## src/rtl/hazard_pkg.sv

```systemverilog
// Shared types and default stall lengths for the pipeline hazard controller.
// Optional statistics are enabled by defining HAZARD_CTRL_STATS_EN.
package hazard_pkg;

    typedef enum logic {
        IDLE  = 1'b0,
        STALL = 1'b1
    } state_e;

    typedef enum logic [1:0] {
        SRC_NONE = 2'd0,
        SRC_FWD  = 2'd1,
        SRC_LU   = 2'd2,
        SRC_SW   = 2'd3
    } src_e;

    localparam int REG_AW_DEF    = 5;
    localparam int CNT_W_DEF     = 4;
    localparam int LU_STALL_DEF  = 2;
    localparam int SW_STALL_DEF  = 1;
    localparam int FWD_STALL_DEF = 3;
    localparam int STAT_W        = 16;

endpackage

```

## src/rtl/hazard_req_sel.sv

```systemverilog
// Combinational hazard detection and priority encoder: picks the winning
// stall source (fwd > load-use > store) and its clamped stall length.
module hazard_req_sel
    import hazard_pkg::*;
#(
    parameter int REG_AW    = REG_AW_DEF,
    parameter int CNT_W     = CNT_W_DEF,
    parameter int LU_STALL  = LU_STALL_DEF,
    parameter int SW_STALL  = SW_STALL_DEF,
    parameter int FWD_STALL = FWD_STALL_DEF
) (
    input  logic [REG_AW-1:0] id_rs,
    input  logic [REG_AW-1:0] id_rt,
    input  logic              id_memwrite,
    input  logic              ex_memread,
    input  logic              ex_memwrite,
    input  logic [REG_AW-1:0] ex_rt,
    input  logic              fwd_stall,
    output src_e              source,
    output logic [CNT_W-1:0]  length
);

    localparam int MAX_LEN = (1 << CNT_W) - 1;

    function automatic logic [CNT_W-1:0] clamp_len(input int len);
        if (len <= 0) begin
            return '0;
        end else if (len > MAX_LEN) begin
            return CNT_W'(MAX_LEN);
        end else begin
            return CNT_W'(len);
        end
    endfunction

    localparam logic [CNT_W-1:0] LU_LEN  = clamp_len(LU_STALL);
    localparam logic [CNT_W-1:0] SW_LEN  = clamp_len(SW_STALL);
    localparam logic [CNT_W-1:0] FWD_LEN = clamp_len(FWD_STALL);

    if (LU_STALL > MAX_LEN || SW_STALL > MAX_LEN || FWD_STALL > MAX_LEN) begin : g_len_check
        $error("hazard_req_sel: stall length exceeds 2^CNT_W-1");
    end

    logic match;
    logic fwd_req;
    logic lu_req;
    logic sw_req;

    // Register 0 is hardwired, so a write to it can never create a dependency.
    assign match   = (ex_rt != '0) && ((ex_rt == id_rs) || (ex_rt == id_rt));
    assign fwd_req = fwd_stall && (FWD_LEN != '0);
    assign lu_req  = ex_memread && match && (LU_LEN != '0);
    assign sw_req  = ex_memwrite && match && !id_memwrite && (SW_LEN != '0);

    always_comb begin
        source = SRC_NONE;
        length = '0;
        if (fwd_req) begin
            source = SRC_FWD;
            length = FWD_LEN;
        end else if (lu_req) begin
            source = SRC_LU;
            length = LU_LEN;
        end else if (sw_req) begin
            source = SRC_SW;
            length = SW_LEN;
        end
    end

endmodule

```

## src/rtl/hazard_ctrl.sv

```systemverilog
// Pipeline hazard controller: holds PC/IF-ID and injects ID/EX bubbles for a
// fixed per-source number of cycles. Define HAZARD_CTRL_STATS_EN for counters.
module hazard_ctrl
    import hazard_pkg::*;
#(
    parameter int REG_AW    = REG_AW_DEF,
    parameter int CNT_W     = CNT_W_DEF,
    parameter int LU_STALL  = LU_STALL_DEF,
    parameter int SW_STALL  = SW_STALL_DEF,
    parameter int FWD_STALL = FWD_STALL_DEF
) (
    input  logic              clk,
    input  logic              rst_n,
    input  logic [REG_AW-1:0] id_rs,
    input  logic [REG_AW-1:0] id_rt,
    input  logic              id_memwrite,
    input  logic              ex_memread,
    input  logic              ex_memwrite,
    input  logic [REG_AW-1:0] ex_rt,
    input  logic              fwd_stall,
    input  logic              flush,
    output logic              pc_write,
    output logic              if_id_write,
    output logic              stall_select,
    output logic              stall_active
`ifdef HAZARD_CTRL_STATS_EN
    ,
    output logic [STAT_W-1:0] stat_lu,
    output logic [STAT_W-1:0] stat_sw,
    output logic [STAT_W-1:0] stat_fwd
`endif
);

    state_e            state_q;
    state_e            state_d;
    logic [CNT_W-1:0]  remain_q;
    logic [CNT_W-1:0]  remain_d;
    src_e              req_src;
    logic [CNT_W-1:0]  req_len;
    logic              enter_stall;

    hazard_req_sel #(
        .REG_AW    (REG_AW),
        .CNT_W     (CNT_W),
        .LU_STALL  (LU_STALL),
        .SW_STALL  (SW_STALL),
        .FWD_STALL (FWD_STALL)
    ) u_req_sel (
        .id_rs       (id_rs),
        .id_rt       (id_rt),
        .id_memwrite (id_memwrite),
        .ex_memread  (ex_memread),
        .ex_memwrite (ex_memwrite),
        .ex_rt       (ex_rt),
        .fwd_stall   (fwd_stall),
        .source      (req_src),
        .length      (req_len)
    );

    assign enter_stall = (state_q == IDLE) && !flush && (req_src != SRC_NONE);

    always_ff @(posedge clk or negedge rst_n) begin
        if (!rst_n) begin
            state_q  <= IDLE;
            remain_q <= '0;
        end else begin
            state_q  <= state_d;
            remain_q <= remain_d;
        end
    end

    // Requests seen while already stalling are dropped, never queued.
    always_comb begin
        state_d  = state_q;
        remain_d = remain_q;
        if (flush) begin
            state_d  = IDLE;
            remain_d = '0;
        end else begin
            case (state_q)
                IDLE: begin
                    if (req_src != SRC_NONE) begin
                        state_d  = STALL;
                        remain_d = req_len;
                    end
                end
                STALL: begin
                    if (remain_q <= CNT_W'(1)) begin
                        state_d  = IDLE;
                        remain_d = '0;
                    end else begin
                        remain_d = remain_q - CNT_W'(1);
                    end
                end
                default: begin
                    state_d  = IDLE;
                    remain_d = '0;
                end
            endcase
        end
    end

    always_comb begin
        pc_write     = (state_q == IDLE);
        if_id_write  = (state_q == IDLE);
        stall_select = (state_q == IDLE);
        stall_active = (state_q == STALL);
    end

`ifdef HAZARD_CTRL_STATS_EN
    // Saturating event counters, one bump per IDLE->STALL entry.
    always_ff @(posedge clk or negedge rst_n) begin
        if (!rst_n) begin
            stat_lu  <= '0;
            stat_sw  <= '0;
            stat_fwd <= '0;
        end else if (enter_stall) begin
            if (req_src == SRC_LU && stat_lu != {STAT_W{1'b1}}) begin
                stat_lu <= stat_lu + STAT_W'(1);
            end
            if (req_src == SRC_SW && stat_sw != {STAT_W{1'b1}}) begin
                stat_sw <= stat_sw + STAT_W'(1);
            end
            if (req_src == SRC_FWD && stat_fwd != {STAT_W{1'b1}}) begin
                stat_fwd <= stat_fwd + STAT_W'(1);
            end
        end
    end
`else
    logic unused_enter;
    assign unused_enter = enter_stall;
`endif

endmodule

```

## config.mk

```make
export PLATFORM = sky130hd
export DESIGN_NAME = hazard_ctrl
export DESIGN_NICKNAME = d
export VERILOG_FILES = /design/src/rtl/hazard_pkg.sv /design/src/rtl/hazard_req_sel.sv /design/src/rtl/hazard_ctrl.sv
export SDC_FILE = /design/constraint.sdc
export NUM_CORES = 1
export LEC_CHECK = 0
export ABC_AREA = 1
export BUFFER_PORTS_ARGS = -buffer_cell sky130_fd_sc_hd__buf_2
export CORE_AREA = 5 5 42 44
export CTS_CLUSTER_SIZE = 16
export DETAILED_ROUTE_END_ITERATION = 6
export DIE_AREA = 0 0 47 49
export PLACE_DENSITY = 0.92
export SETUP_SLACK_MARGIN = 0.05
export SYNTH_ARGS = -nofsm -noshare
export SYNTH_HDL_FRONTEND = slang
export SYNTH_HIERARCHICAL = 1
export SYNTH_SLANG_ARGS = --single-unit
```

## constraint.sdc

```tcl
create_clock -name clk -period 2.8 [get_ports clk]
set_clock_uncertainty 0.05 [all_clocks]
set_input_delay 0.84 -clock clk [delete_from_list [all_inputs] [get_ports clk]]
set_output_delay 0.84 -clock clk [all_outputs]
set_load 0.02 [all_outputs]
```

==> impl_metrics.tcl <==
set metrics [dict create \
    synth_top_area_share 0.310 \
    grt_usage 0.145 \
    area.growth.synth_to_final_pct 21.4 \
    coreArea_um2 1400 \
    max-vdd-ir-drop_mv 0.256 \
    synthTopCellsByArea "nand2_1 31%, dfrtp_1 19%, inv_1 12%" \
    die-height_um 49 \
    num_vias 729 \
    hold_ws_ns 0.351 \
    yosysWarnings 6 \
    dieArea_um2 2300 \
    synthFlopType "dfrtp_1" \
    num_antenna_cells 0 \
    insertion_delay_ns 0.24 \
    ctsRootBufferMaster "clkbuf_4" \
    synth_area_leader_cell "nand2_1" \
    drt_iter0_drc 4 \
    netlist_instances 118 \
    synth_area_per_cell_um2 5.44 \
    setup_tns_ns 0 \
    wl_per_cell_um 8.98 \
    pwr_density_cell_nw_per_um2 387 \
    endpoint_kind "register" \
    initial_core_util 0.458 \
    period_minus_slack_ns 1.95 \
    fin_nets 168 \
    static-leakage-power_nw 0.519 \
    grt_pass1_vias 751 \
    finalSetupViolCount 0 \
    criticalPathCategory "primary input to register" \
    crit_family "simple AND/OR/NAND/NOR gates" \
    slowest_stage "nor2_1" \
    remaining_drc_errors 0 \
    drv_slew 0 \
    layout-drive-gt1-share 0.266 \
    cp_max_fo 4 \
    synthesis.area_um2 642 \
    min_period_over_period 0.697 \
    cap_violations 0 \
    final_antenna_net_count 0 \
    grt_start_max_net_pins 10 \
    rsz0062_at_grt "no" \
    synth_cell_types 19 \
    clk_pin_slew_ns 0.05 \
    drt-total-wl_mm 1.43 \
    max_stage_delay_ns 0.23 \
    min_path_type "primary input to async pin" \
    yosys-top-cells-count "53 x nand2_1, 21 x inv_1, 10 x nor2_1" \
    portBuffers 25 \
    arrival_ns 2.08 \
    p_total_uw 301 \
    ys_async_sr_fraction 1.00 \
    grt_remaining_overflow 0 \
    crit_top_cell "nand2_1" \
    synth-seq-area-share 0.195 \
    ys_ff_latch 5 \
    cts_buffer_depth 2 \
    path_buf_inv 1 \
    place_congestion 0.842 \
    grt_pass1_wl_mm 2.56 \
    cts_tree "built" \
    io_pins 26 \
    cts_resized 0 \
    cp_data_required_time_ns 2.93 \
    fmax_mhz 512 \
    fillCellCount 152 \
    viasPerCell 4.58 \
    synth_edf_count 0 \
    hpwl_mm 1.26 \
    dr.pass1.iters 3 \
    rows 14 \
    postCtsSetupBuffers 0 \
    yosysMostFrequentCell "nand2_1" \
    die_w_um 47 \
    worstSetupStartpointType "primary input" \
    hold_violations 0 \
    status "finished clean" \
    path_cells "buf_2 -> nor3_1 -> nand3_1 -> nand4_1 -> nand2_1 -> nor2_1 -> nand2_1 -> nor2_1 -> nand2_1 -> nand2_1" \
    h-tree-depth 1 \
    antenna_found_initial 0 \
    cts_hold_buf 0 \
    numClockSinks 5 \
    cts_buffers 3 \
]
path summary, 6_finish.rpt:
kind	slack (ns)	depth (start not counted)	endpoint	from
setup reg to reg	1.39	9	remain_q[3]$_DFFE_PN0P_	remain_q[0]$_DFFE_PN0P_
hold / removal	0.35	1	remain_q[0]$_DFFE_PN0P_	rst_n
setup / recovery	0.85	10	remain_q[1]$_DFFE_PN0P_	ex_rt[4]
hold reg to reg	0.45	1	stall_active$_DFF_PN0_	stall_active$_DFF_PN0_
min in group clk	0.45	1	stall_active$_DFF_PN0_	stall_active$_DFF_PN0_
max in group asynchronous	2.21	1	remain_q[3]$_DFFE_PN0P_	rst_n
power by group:
part           total, mW  leakage [nW]  switching [mW]  internal [mW]
Clock             0.0869        0.0150          0.0328         0.0541
Sequential        0.0901        0.0659         0.00926         0.0808
Combinational      0.124         0.438          0.0757         0.0487
cell type report:
type | count | area [µm²] | area share
sequential | 5 | 125 | 0.161
clock buffer | 4 | 26.3 | 0.0337
inverter | 25 | 93.8 | 0.120
timing repair buffer | 25 | 125 | 0.161
tap | 16 | 20.0 | 0.0257
multi-input combinational | 84 | 389 | 0.499
cell families (layout without fill, tap and decap cells):
group	Yosys count	in the layout	synth area share
XOR/XNOR	3	3	0.0409
adder cells (fa/ha/maj)	2	2	0.0390
AND/OR/NAND/NOR	74	74	0.472
AO/OA/AOI/OAI	3	3	0.0429
buffers and inverters	30	54	0.205
other	1	2	0.00584
flip-flops	5	5	0.195
stage by stage:
stage | instance area, µm² | cells | utilization | worst slack, ns
floorplan | 646 | 119 | - | 0.818
global placement | 753 | 155 | 0.538 | 0.652
detailed placement | 753 | 155 | 0.538 | 0.593
CTS | 779 | 159 | 0.556 | 0.836
global route | 779 | 159 | 0.556 | 0.650
finish | 779 | 159 | 0.556 | 0.847
registers in the layout, indices dropped and copies added, names as in the netlist:
signal / count
stall_active: 1
remain_q: 4
cell usage in the layout (no fill, tap or decap), types with 2 or more instances in the layout:
master    instances
inv_2             4
nand2_1          53
conb_1            2
clkbuf_4          3
ha_1              2
inv_1            21
xnor2_1           2
buf_2            25
nor2_2            2
dfrtp_1           5
nand3_1           5
nor2_1           10
metal layers:
metal | GRT usage | wire, µm
met2 | 0.271 | 793
met3 | 0.0369 | 109
met4 | 0.0461 | 16
met1 | 0.144 | 508
met5 | 0 | 0
No activity file was read; power rests on OpenSTA's default activity.
